<file path="config.mk">
export PLATFORM = sky130hd
export DESIGN_NAME = optoml_skid_buffer_flat
export DESIGN_NICKNAME = d
export VERILOG_FILES = /design/src/rtl/optoml_stream_pkg.sv /design/src/rtl/optoml_skid_buffer_if.sv /design/src/rtl/optoml_skid_buffer.sv /design/src/flat_wrapper.sv
export SDC_FILE = /design/constraint.sdc
export NUM_CORES = 1
export LEC_CHECK = 0
export CAP_MARGIN = 30
export CORE_AREA = 2 2 71 100
export CTS_BUF_LIST = sky130_fd_sc_hd__clkbuf_2
export DETAILED_ROUTE_END_ITERATION = 10
export DIE_AREA = 0 0 73 102
export PLACE_DENSITY = 0.86
export SKIP_LAST_GASP = 1
export SLEW_MARGIN = 40
export SYNTH_ARGS = -nofsm -noshare
export SYNTH_HDL_FRONTEND = slang
export SYNTH_SLANG_ARGS = --single-unit
</file>
<file path="constraint.sdc">
create_clock -name clock -period 2.4 [get_ports clock]
set_input_delay 0.48 -clock clock [delete_from_list [all_inputs] [get_ports clock]]
set_output_delay 0.48 -clock clock [all_outputs]
set_load 0.05 [all_outputs]
</file>
<file path="src/rtl/optoml_stream_pkg.sv">
// Shared stream definitions: skid-buffer state encoding, default widths and
// the state-to-occupancy mapping.
package optoml_stream_pkg;

  localparam int STREAM_DATA_WIDTH = 32;
  localparam int STREAM_OCC_WIDTH  = 2;

  typedef enum logic [1:0] {
    EMPTY = 2'd0,
    BUSY  = 2'd1,
    FULL  = 2'd2
  } skid_state_t;

  function automatic logic [STREAM_OCC_WIDTH-1:0] occupancy_of(input skid_state_t s);
    case (s)
      BUSY:    occupancy_of = 2'd1;
      FULL:    occupancy_of = 2'd2;
      default: occupancy_of = 2'd0;
    endcase
  endfunction

endpackage

</file>
<file path="src/rtl/optoml_skid_buffer_if.sv">
// Upstream and downstream handshake of the skid buffer, bundled in one interface.
// A beat transfers on a rising edge where valid && ready; valid and data must stay
// put until that edge, and ready may never depend combinationally on valid.
interface optoml_skid_buffer_if #(
  parameter int DATA_WIDTH = 32
);
  logic                  in_valid;
  logic [DATA_WIDTH-1:0] in_data;
  logic                  in_ready;
  logic                  out_valid;
  logic [DATA_WIDTH-1:0] out_data;
  logic                  out_ready;

  modport slave (
    input  in_valid, in_data, out_ready,
    output in_ready, out_valid, out_data
  );

  modport master (
    output in_valid, in_data, out_ready,
    input  in_ready, out_valid, out_data
  );
endinterface

</file>
<file path="src/rtl/optoml_skid_buffer.sv">
// Two-entry skid buffer: main drives out_data, skid catches the beat accepted
// while downstream stalls. Every output comes straight from a flop.
module optoml_skid_buffer
  import optoml_stream_pkg::*;
#(
  parameter int DATA_WIDTH = STREAM_DATA_WIDTH
) (
  input  logic                        clock,
  input  logic                        reset,
  optoml_skid_buffer_if.slave         bus,
  output logic [STREAM_OCC_WIDTH-1:0] occupancy,
  output skid_state_t                 state
);

  skid_state_t                 state_q;
  skid_state_t                 state_next;
  logic                        in_ready_q;
  logic                        out_valid_q;
  logic [STREAM_OCC_WIDTH-1:0] occ_q;
  logic [DATA_WIDTH-1:0]       main_q;
  logic [DATA_WIDTH-1:0]       skid_q;
  logic                        accept;
  logic                        pop;

  assign accept = bus.in_valid && in_ready_q;
  assign pop    = out_valid_q && bus.out_ready;

  always_comb begin
    state_next = state_q;
    case (state_q)
      EMPTY: if (accept) state_next = BUSY;
      BUSY: begin
        if (accept && !pop)      state_next = FULL;
        else if (pop && !accept) state_next = EMPTY;
      end
      FULL:    if (pop) state_next = BUSY;
      default: state_next = EMPTY;
    endcase
  end

  // Status flops are loaded from the next state so they line up with state_q.
  always_ff @(posedge clock or posedge reset) begin
    if (reset) begin
      state_q     <= EMPTY;
      in_ready_q  <= 1'b0;
      out_valid_q <= 1'b0;
      occ_q       <= '0;
      main_q      <= '0;
      skid_q      <= '0;
    end else begin
      state_q     <= state_next;
      in_ready_q  <= (state_next != FULL);
      out_valid_q <= (state_next != EMPTY);
      occ_q       <= occupancy_of(state_next);
      if (accept && (state_q == EMPTY || (state_q == BUSY && pop)))
        main_q <= bus.in_data;
      else if (state_q == FULL && pop)
        main_q <= skid_q;
      if (accept && state_q == BUSY && !pop)
        skid_q <= bus.in_data;
    end
  end

  assign bus.in_ready  = in_ready_q;
  assign bus.out_valid = out_valid_q;
  assign bus.out_data  = main_q;
  assign occupancy     = occ_q;
  assign state         = state_q;

endmodule

</file>
<file path="src/flat_wrapper.sv">
// flat-port wrapper written by rule: the top's interface ports become plain ports
module optoml_skid_buffer_flat import optoml_stream_pkg::*;
#(
  parameter int DATA_WIDTH = STREAM_DATA_WIDTH
)
  (clock, reset, occupancy, state, bus_in_valid, bus_in_data, bus_out_ready, bus_in_ready, bus_out_valid, bus_out_data);
  optoml_skid_buffer_if #(.DATA_WIDTH(DATA_WIDTH)) bus_i ();
  input  logic clock;
  input  logic reset;
  output logic [STREAM_OCC_WIDTH-1:0] occupancy;
  output skid_state_t state;
  input wire logic [$bits(bus_i.in_valid)-1:0] bus_in_valid;
  input wire logic [$bits(bus_i.in_data)-1:0] bus_in_data;
  input wire logic [$bits(bus_i.out_ready)-1:0] bus_out_ready;
  output wire logic [$bits(bus_i.in_ready)-1:0] bus_in_ready;
  output wire logic [$bits(bus_i.out_valid)-1:0] bus_out_valid;
  output wire logic [$bits(bus_i.out_data)-1:0] bus_out_data;
  assign bus_i.in_valid = bus_in_valid;
  assign bus_i.in_data = bus_in_data;
  assign bus_i.out_ready = bus_out_ready;
  assign bus_in_ready = bus_i.in_ready;
  assign bus_out_valid = bus_i.out_valid;
  assign bus_out_data = bus_i.out_data;
  optoml_skid_buffer #(.DATA_WIDTH(DATA_WIDTH)) u_core (.clock(clock), .reset(reset), .bus(bus_i), .occupancy(occupancy), .state(state));
endmodule
</file>
==> flow_summary.yaml <==
floorplan:
  rows: 35
  die_w_um: 73
  io_pins: 74
  start_util_pct: 50.41
  fp.coreArea_sq_mm: 0.006525
  die_h_um: 102
  die-area_sq_mm: 0.007446
critical_path:
  crit_required_ns: 1.92
  worstPathCellList: "clkdlybuf4s50_1"
  max_stage_delay_ns: 0.84
  r2r_cells: 4
  path_class: "reg -> out"
  worstPathArrival_ns: 1.83
  path_max_fanout: 4
  path_buf_inv: 1
  cp.depth: 1
  endpoint_kind: "primary output"
  path_delay_family: "buffers and inverters"
  start_kind: "flip-flop"
  slowest_stage: "clkdlybuf4s50_1"
timing:
  report.final.setup_viol: 0
  skew_ns: 0.02578
  fmax_ghz: 0.4328
  period_share_pct: 96.26
  hold_viol: 0
  slew_headroom_pct: 64.40
  worst_pin_slew_ns: 0.5324
  rsz0062_at_grt: "no"
  tns_ns: 0
  period_minus_slack_ns: 2.310
  slew_violations: 0
logic_synthesis:
  synth_cell_types: 19
  synth.avg_cell_area_sq_um: 16.96
  ys.flop_type: "dfrtp_1"
  ys_async_sr_fraction_pct: 100.0
  synth_edf_count: 0
  yosys_warnings: 0
  synthCells: 194
  syn_nets: 230
  synth_seq_cells: 70
  synth.most_common_cell: "dfrtp_1"
  synthTopCellsByArea: "dfrtp_1, mux2_4, mux2_2"
  ys_seq_area_share_pct: 53.25
  synth.top_cells.by_count: "dfrtp_1, mux2_4, mux2_2, buf_6, buf_4"
  synth_top_area_share_pct: 53.25
  yosys.area.top_type: "dfrtp_1"
  syn_area_sq_mm: 0.003289
layout:
  register_area_sq_mm: 0.001752
  syn2layout_area_growth_pct: 31.88
  drive_above_1_share_pct: 45.04
  fillers: 471
  multi_input_comb_area_sq_mm: 0.001439
  fin_util_pct: 66.48
  nets: 313
  antennaDiodeCount: 0
detailed_routing:
  wl_per_cell_um: 16.76
  drc: 0
  routed-wl-met2_mm: 3.026
  route.met3.wl_um: 229
  vias: 1836
  met1_length_mm: 2.562
  antenna_left: 0
  top_layer_used: "met4"
  routed_wl_mm: 5.966
  drtIter0Drc: 74
  first_pass_iters: 4
  vias_per_cell: 5.157
clocking:
  cts_tree: "done"
  cts_buffers: 9
  htree_levels: 3
  clk_latency_ns: 0.52
  cts.path.max_buffers: 2
  postCtsHoldBufs: 0
  post_cts_resize_count: 1
  ctsRootBufferMaster: "clkbuf_2"
  clk_pin_slew_ns: 0.19
  cts.sinks: 70
  cts_setup_buffers: 0
global_routing:
  grt_max_degree: 27
  grt.total_usage_pct: 17.85
  grt_pass1_wl_mm: 9.922
  first_global_vias: 2002
  grt_antenna_before_repair: 0
  grt.overflow.total: 0
job:
  max_cap_violations: 0
hold_path:
  hold_path_class: "in -> async"
placed_design:
  port_buffers: 73
  gp_congestion: 0.7287
  place.detailed.hpwl_mm: 4.173
run_status:
  status: "complete, no violations"
pwr:
  p_leak_nw: 2.060
  power_density_mw_per_mm2: 1598
  vdd_drop_max_mv: 0.7989
[flip-flops by register name (all words and copies together), names as in the netlist]
signal and count:
u_core.skid_q 32, u_core.bus.out_valid 1, u_core.occupancy 2, u_core.bus.out_data 32, u_core.state 2, u_core.bus.in_ready 1
[layout make-up]
type | count | share of cell area (%)
Sequential cell | 70 | 40.38
Clock buffer | 9 | 1.038
Clock inverter | 7 | 3.375
Timing Repair Buffer | 82 | 19.82
Inverter | 1 | 0.08653
Tap cell | 74 | 2.134
Multi-Input combinational cell | 113 | 33.17
[layout by cell type (no fill, tap or decap)]
cell,count
o21a_1,1
clkinv_4,3
and3b_2,1
nand2b_2,1
mux2_2,36
a21oi_1,2
o21ai_0,3
inv_2,1
or2b_1,1
buf_12,5
dlygate4sd2_1,1
a21boi_2,1
mux2_4,60
dfrtp_1,70
nand4b_4,1
mux2i_1,1
bufinv_16,4
and2_1,1
buf_4,4
o22ai_1,2
nand2_1,1
nand2_2,1
clkbuf_2,9
clkdlybuf4s50_1,72
[power by group]
| part | internal, mW | total (mW) | switching [mW] |
|---|---|---|---|
| Combinational | 1.92 | 3.80 | 1.87 |
| Sequential | 1.78 | 2.14 | 0.354 |
| Clock | 0.559 | 0.999 | 0.440 |
| Total | 4.26 | 6.93 | 2.67 |
[stage by stage]
| step | setup WS (ns) | hold slack (ns) | area, sq um | power [mW] | cells |
|---|---|---|---|---|---|
| 2_1_floorplan | 0.1518 | 0.4753 | 3289 | 4.963 | 194 |
| 3_3_place_gp | 0.3243 | 0.4825 | 4148 | 5.900 | 340 |
| 3_5_place_dp | 0.2996 | 0.4939 | 4148 | 5.990 | 340 |
| 4_1_cts | 0.02339 | 0.2192 | 4338 | 6.992 | 356 |
| 5_1_grt | 0.01586 | 0.2429 | 4338 | 7.266 | 356 |
| 6_report | 0.08971 | 0.2493 | 4338 | 6.932 | 356 |
[kinds of logic (layout without fill, tap and decap cells)]
kind of cell | Yosys count | in the layout | synth area share, %
buffers and inverters | 11 | 99 | 3.081
multiplexers | 97 | 97 | 40.02
AO/OA/AOI/OAI | 9 | 9 | 1.712
AND/OR/NAND/NOR | 7 | 7 | 1.940
flip-flops | 70 | 70 | 53.25
[path summary, 6_finish.rpt]
check	start	end	slack, ns
max	u_core.bus.out_valid$_DFF_PP0_	bus_out_valid	0.09
min	reset	u_core.bus.out_data[16]$_DFFE_PP0P_	0.25
max reg2reg	u_core.state[1]$_DFF_PP0_	u_core.bus.out_data[3]$_DFFE_PP0P_	0.81
min reg2reg	u_core.skid_q[29]$_DFFE_PP0P_	u_core.skid_q[29]$_DFFE_PP0P_	0.53
max in group asynchronous	reset	u_core.bus.out_data[0]$_DFFE_PP0P_	1.61
min in group clock	u_core.skid_q[29]$_DFFE_PP0P_	u_core.skid_q[29]$_DFFE_PP0P_	0.53
[routing by layer]
layer  GRT usage [%]  up-vias
li1                -      855
met1           21.95      923
met2           29.31       47
met3           3.057       11
met4           10.26        0
met5               0        -
Note: power is estimated with default switching activity, not from simulation.
